`src/rtl/pcpi_hub.sv`:
```
// PCPI fan-out hub: one registered core request broadcast to NUM_CP coprocessors.
// Optional PCPI_HUB_CONFLICT_EN adds a sticky conflict_err on multiple claims/completions.
module pcpi_hub #(
    parameter int NUM_CP      = 2,
    parameter int TIMEOUT_CYC = 16
) (
    input  logic                 clk,
    input  logic                 resetn,
    input  logic                 core_pcpi_valid,
    input  logic [31:0]          core_pcpi_insn,
    input  logic [31:0]          core_pcpi_rs1,
    input  logic [31:0]          core_pcpi_rs2,
    output logic                 core_pcpi_wr,
    output logic [31:0]          core_pcpi_rd,
    output logic                 core_pcpi_wait,
    output logic                 core_pcpi_ready,
    output logic                 core_pcpi_illegal,
`ifdef PCPI_HUB_CONFLICT_EN
    output logic                 conflict_err,
`endif
    output logic [NUM_CP-1:0]    cp_valid,
    output logic [31:0]          cp_insn,
    output logic [31:0]          cp_rs1,
    output logic [31:0]          cp_rs2,
    input  logic [NUM_CP-1:0]    cp_wr,
    input  logic [32*NUM_CP-1:0] cp_rd,
    input  logic [NUM_CP-1:0]    cp_wait,
    input  logic [NUM_CP-1:0]    cp_ready
);

    localparam int CW = $clog2(TIMEOUT_CYC + 1);
    localparam logic [CW-1:0] LAST_CNT = CW'(TIMEOUT_CYC - 1);

    typedef enum logic [1:0] {S_IDLE, S_ISSUE, S_WAIT, S_DONE} state_t;

    state_t             r_state;
    logic [CW-1:0]      r_cnt;
    logic [NUM_CP-1:0]  r_cp_valid;
    logic [31:0]        r_insn;
    logic [31:0]        r_rs1;
    logic [31:0]        r_rs2;
    logic [31:0]        r_rd;
    logic               r_wr;
    logic               r_wait;
    logic               r_ready;
    logic               r_illegal;

    logic               w_any_ready;
    logic               w_any_wait;
    logic [31:0]        w_rd;
    logic               w_wr;

    assign w_any_ready = |cp_ready;
    assign w_any_wait  = |cp_wait;

    // Scan high to low so the lowest ready index wins.
    always_comb begin
        w_rd = '0;
        w_wr = 1'b0;
        for (int i = NUM_CP - 1; i >= 0; i--) begin
            if (cp_ready[i]) begin
                w_rd = cp_rd[32*i +: 32];
                w_wr = cp_wr[i];
            end
        end
    end

    always_ff @(posedge clk) begin
        if (!resetn) begin
            r_state    <= S_IDLE;
            r_cnt      <= '0;
            r_cp_valid <= '0;
            r_insn     <= '0;
            r_rs1      <= '0;
            r_rs2      <= '0;
            r_rd       <= '0;
            r_wr       <= 1'b0;
            r_wait     <= 1'b0;
            r_ready    <= 1'b0;
            r_illegal  <= 1'b0;
        end else begin
            r_ready   <= 1'b0;
            r_illegal <= 1'b0;
            r_wr      <= 1'b0;
            unique case (r_state)
                S_IDLE: begin
                    if (core_pcpi_valid) begin
                        r_insn     <= core_pcpi_insn;
                        r_rs1      <= core_pcpi_rs1;
                        r_rs2      <= core_pcpi_rs2;
                        r_cp_valid <= '1;
                        r_cnt      <= '0;
                        r_state    <= S_ISSUE;
                    end
                end
                S_ISSUE, S_WAIT: begin
                    if (!core_pcpi_valid) begin
                        r_cp_valid <= '0;
                        r_wait     <= 1'b0;
                        r_state    <= S_IDLE;
                    end else if (w_any_ready) begin
                        r_rd       <= w_rd;
                        r_wr       <= w_wr;
                        r_ready    <= 1'b1;
                        r_cp_valid <= '0;
                        r_wait     <= 1'b0;
                        r_state    <= S_DONE;
                    end else if (r_state == S_ISSUE) begin
                        if (w_any_wait) begin
                            r_cnt   <= '0;
                            r_wait  <= 1'b1;
                            r_state <= S_WAIT;
                        end else if (r_cnt == LAST_CNT) begin
                            r_illegal  <= 1'b1;
                            r_cp_valid <= '0;
                            r_wait     <= 1'b0;
                            r_state    <= S_DONE;
                        end else begin
                            r_wait <= 1'b0;
                            r_cnt  <= r_cnt + CW'(1);
                        end
                    end else if (!w_any_wait) begin
                        r_cnt   <= '0;
                        r_wait  <= 1'b0;
                        r_state <= S_ISSUE;
                    end else begin
                        r_wait <= 1'b1;
                    end
                end
                S_DONE: begin
                    // Wait for the core to drop valid so the same op is not re-issued.
                    if (!core_pcpi_valid) begin
                        r_state <= S_IDLE;
                    end
                end
                default: r_state <= S_IDLE;
            endcase
        end
    end

`ifdef PCPI_HUB_CONFLICT_EN
    logic              r_conflict;
    logic [NUM_CP-1:0] w_wait_m1;
    logic [NUM_CP-1:0] w_ready_m1;
    logic              w_multi;
    logic              w_busy;

    assign w_wait_m1  = cp_wait - NUM_CP'(1);
    assign w_ready_m1 = cp_ready - NUM_CP'(1);
    assign w_busy     = (r_state == S_ISSUE) || (r_state == S_WAIT);
    assign w_multi    = ((cp_wait & w_wait_m1) != '0) ||
                        ((cp_ready & w_ready_m1) != '0);

    always_ff @(posedge clk) begin
        if (!resetn) begin
            r_conflict <= 1'b0;
        end else if (w_busy && w_multi) begin
            r_conflict <= 1'b1;
        end
    end

    assign conflict_err = r_conflict;
`endif

    assign core_pcpi_wr      = r_wr;
    assign core_pcpi_rd      = r_rd;
    assign core_pcpi_wait    = r_wait;
    assign core_pcpi_ready   = r_ready;
    assign core_pcpi_illegal = r_illegal;
    assign cp_valid          = r_cp_valid;
    assign cp_insn           = r_insn;
    assign cp_rs1            = r_rs1;
    assign cp_rs2            = r_rs2;

endmodule

```
`config.mk`:
```
export PLATFORM = sky130hd
export DESIGN_NAME = pcpi_hub
export DESIGN_NICKNAME = d
export VERILOG_FILES = /design/src/rtl/pcpi_hub.sv
export SDC_FILE = /design/constraint.sdc
export NUM_CORES = 1
export LEC_CHECK = 0
export ABC_AREA = 0
export BUFFER_PORTS_ARGS = -buffer_cell sky130_fd_sc_hd__buf_2
export CORE_AREA = 2 2 117 119
export DETAILED_ROUTE_END_ITERATION = 7
export DIE_AREA = 0 0 119 121
export GPL_ROUTABILITY_DRIVEN = 0
export GPL_TIMING_DRIVEN = 1
export PLACE_DENSITY = 0.77
export SLEW_MARGIN = 20
export SYNTH_ARGS = -nofsm -noshare
export SYNTH_HDL_FRONTEND = slang
export SYNTH_SLANG_ARGS = --single-unit
```
`constraint.sdc`:
```
create_clock -name clk -period 3.8 [get_ports clk]
set_input_delay 1.14 -clock clk [delete_from_list [all_inputs] [get_ports clk]]
set_output_delay 1.14 -clock clk [all_outputs]
set_load 0.005 [all_outputs]
```
==> out/metrics.csv <==
metric,value,unit
outcome,completed,
crit share post-route,58.5,%
Hold WC Path Type,reg -> reg,
Clock Sinks,140,
Least-Margin Pin Slew,929,ps
router iterations before antenna repair,5,
Leak,0.00364,uW
CTS tree,yes,
ys async rst share,0,%
register area share after synthesis,51.3,%
share of post-route cells with drive strength above 1,37.1,%
CTS buffer count,17,
post-synthesis register bit count,140,
clock slew at reported path FFs,60,ps
area of the multi-input gates,2380,sq um
chip width,119,microns
Cells after Synth,655,
"Endpoint, Worst Hold",cp_rs2[10]$_SDFFE_PN0P_,
Psw,1280,uW
die area,14400,sq um
"Top FF cell, synth",dfxtp_1,
crit-path max FO,34,
Max transition margin,37.9,%
Cell Pwr Density,596,nW/um^2
Layout fillers,1200,
worst r2r src,r_state[0]$_SDFFE_PN0P_,
Final #Nets,1109,
Pins Over Slew Limit,0,
port buffer count,302,
syn avg cell area,8.34,sq um
total track usage,20.9,%
Setup crit end kind,flip-flop,
RSZ-0062 raised after global routing,no,
maxcap violations,0,
Iteration-0 DRC Markers,306,
Setup Buffers After CTS,0,
Detailed Place HPWL,10800,microns
VDD IR max,0.297,mV
CTS max path bufs,2,
first-pass GRT wire length,24300,microns
Clock Root Buffer,clkbuf_16,
final core occ,59.0,%
final hold vios,0,
synthesized area,5460,sq um
yosys warns,0,
Worst path max stage delay,480,ps
final cell count without fillers,1121,
clock skew,6.02,ps
final setup fails,0,
core region area,13100,sq um
Final TNS setup,0,ps
minimum clock period,2220,ps
initial core utilization,41.7,%
reg2reg end,r_cnt[3]$_SDFFE_PN0P_,
I/O pin cnt,303,
Max Freq,450,MHz
"Gates resized, CTS repair",0,
Register Area,2800,sq um
combinational share of power,20.9,%
Vias,5485,
internal power,3320,uW
clock network fraction of total power,40.3,%
row cnt,42,
"Area growth, synth to finish",41.4,%
drt wl/cell,13.6,microns
hold wc startpoint,cp_rs2[10]$_SDFFE_PN0P_,
"Distinct cells, synth",40,
Synth Net Count,832,
routed wire length,15200,microns
Overflow after GRT,0,
Vias/cell,4.89,
sequential power share,38.8,%
cts hold-fix bufs,0,
Hold Path Cell Cnt,2,
DRC errors left,0,
Die H,121,microns
worst-path cell chain,inv_1 -> ha_1 -> and2_1 -> buf_4 -> nand3_2 -> or3_1 -> a31oi_1,
Setup Crit Path Kind,reg -> reg,
depth of the CTS H-tree,4,
Crit-path slowest cell,ha_1,
Worst Path Required,4140,ps
largest net degree at the start of global routing,97,
ANT nets after route,0,
vias in the first global route,5093,
"EDFF count, synth",0,
Crit path arrival time,2560,ps
placed cell count,1089,
reg2reg setup slack,1580,ps
worst-skew pair later-pin latency,410,ps
# diodes,0,
antenna violations before repair,0,
switching share of power,27.8,%
startpoint type of the worst setup path,flip-flop,
Reg2Reg Depth,7,
## flip-flops by register name, indices dropped and copies added, names as in the netlist
name and cells:
core_pcpi_ready 1, cp_insn 32, cp_valid 1, cp_rs1 32
r_cnt 5, core_pcpi_wr 1, core_pcpi_illegal 1, core_pcpi_rd 32
core_pcpi_wait 1, r_state 2, cp_rs2 32
## cells in the mapped netlist, types with 3 or more instances
cell / n / share of area (%)
nand2_1: 202 / 14
dfxtp_1: 140 / 51
a21oi_1: 70 / 6.4
a21boi_0: 62 / 8.5
o22ai_1: 34 / 3.9
o21ai_0: 30 / 2.7
clkbuf_1: 29 / 2.0
buf_2: 13 / 1.2
buf_4: 9 / 1.2
ha_1: 8 / 1.8
inv_1: 7 / 0.48
o21ai_1: 6 / 0.55
nor2_1: 4 / 0.27
and2_1: 3 / 0.34
mux2i_1: 3 / 0.55
nand3_1: 3 / 0.27
nand3b_1: 3 / 0.41
o211ai_1: 3 / 0.41
## stage by stage
step                cell area, sq um  setup slack [ps]  hold slack (ps)  power, uW
floorplan                       5460              1600              435       2370
global placement                7060              1320              439       2760
detailed placement              7060              1240              444       2780
CTS                             7720              1560              452       4650
global route                    7720              1330              476       4860
finish                          7720              1580              448       4600
## power by group through the flow
stage | combinational [uW] | clock [uW] | sequential, uW
after CTS | 974 | 1890 | 1780
after floorplan | 542 | 0 | 1830
after global routing | 1090 | 1960 | 1810
final | 964 | 1860 | 1780
after global placement | 956 | 0 | 1800
after detailed placement | 971 | 0 | 1810
## worst max-delay path: cells and delay by family (launching register included)
kind                     cells  cell delay [ps]
AO/OA/AOI/OAI                1              120
adder cells (fa/ha/maj)      1              480
buffers and inverters        2              440
flip-flops                   1              450
AND/OR/NAND/NOR              3              660
## routing by layer
layer | vias up | track usage (%) | wire [microns]
met3 | 20 | 6.53 | 1210
li1 | 2777 | - | -
met2 | 209 | 35.4 | 7470
met1 | 2479 | 25.1 | 6310
met5 | - | 0 | 0
met4 | 0 | 7.51 | 229
## kinds of logic after synthesis
kind of cell / after synthesis / share of synthesized area, %
adders and majority gates: 8 / 1.83
AOI/OAI and AO/OA: 210 / 23.3
and+or+nand+nor: 233 / 17.7
DFF: 140 / 51.3
buffers and inverters: 61 / 5.24
muxes: 3 / 0.550
## how the worst max path moves through the flow
stage | start | endpoint | slack, ps | cells past startpoint
4_1_cts | r_state[0]$_SDFFE_PN0P_ | r_cnt[3]$_SDFFE_PN0P_ | 1560 | 7
6_report | r_state[0]$_SDFFE_PN0P_ | r_cnt[3]$_SDFFE_PN0P_ | 1580 | 7
3_5_place_dp | core_pcpi_valid | cp_rs1[6]$_SDFFE_PN0P_ | 1240 | 5
2_1_floorplan | core_pcpi_valid | core_pcpi_rd[10]$_SDFFE_PN0P_ | 1600 | 7
3_3_place_gp | core_pcpi_valid | cp_insn[27]$_SDFFE_PN0P_ | 1320 | 5
5_1_grt | r_state[0]$_SDFFE_PN0P_ | r_cnt[3]$_SDFFE_PN0P_ | 1330 | 7
## final cells by class
type                    count  area share, %
inverters                   9          0.437
flip-flops and latches    140           36.3
well taps                 176           2.85
multi-input cells         454           30.8
repair buffers            310           21.0
clock inverters            15           3.16
clock buffers              17           5.51
## cells in the final DEF (no fill, tap or decap), drive strengths merged, types with 2 or more instances in the layout
master,count
and2,3
nor2b,2
o22ai,34
clkbuf,17
nand4,2
buf,310
clkinv,6
bufinv,6
mux2i,3
ha,8
a21boi,62
nand2,202
nand3b,3
nor4,2
nand2b,2
o21ai,36
dfxtp,140
clkinvlp,3
a21oi,70
nand3,4
inv,9
nor2,5
o211ai,3
Note: power is estimated with default switching activity, not from simulation.
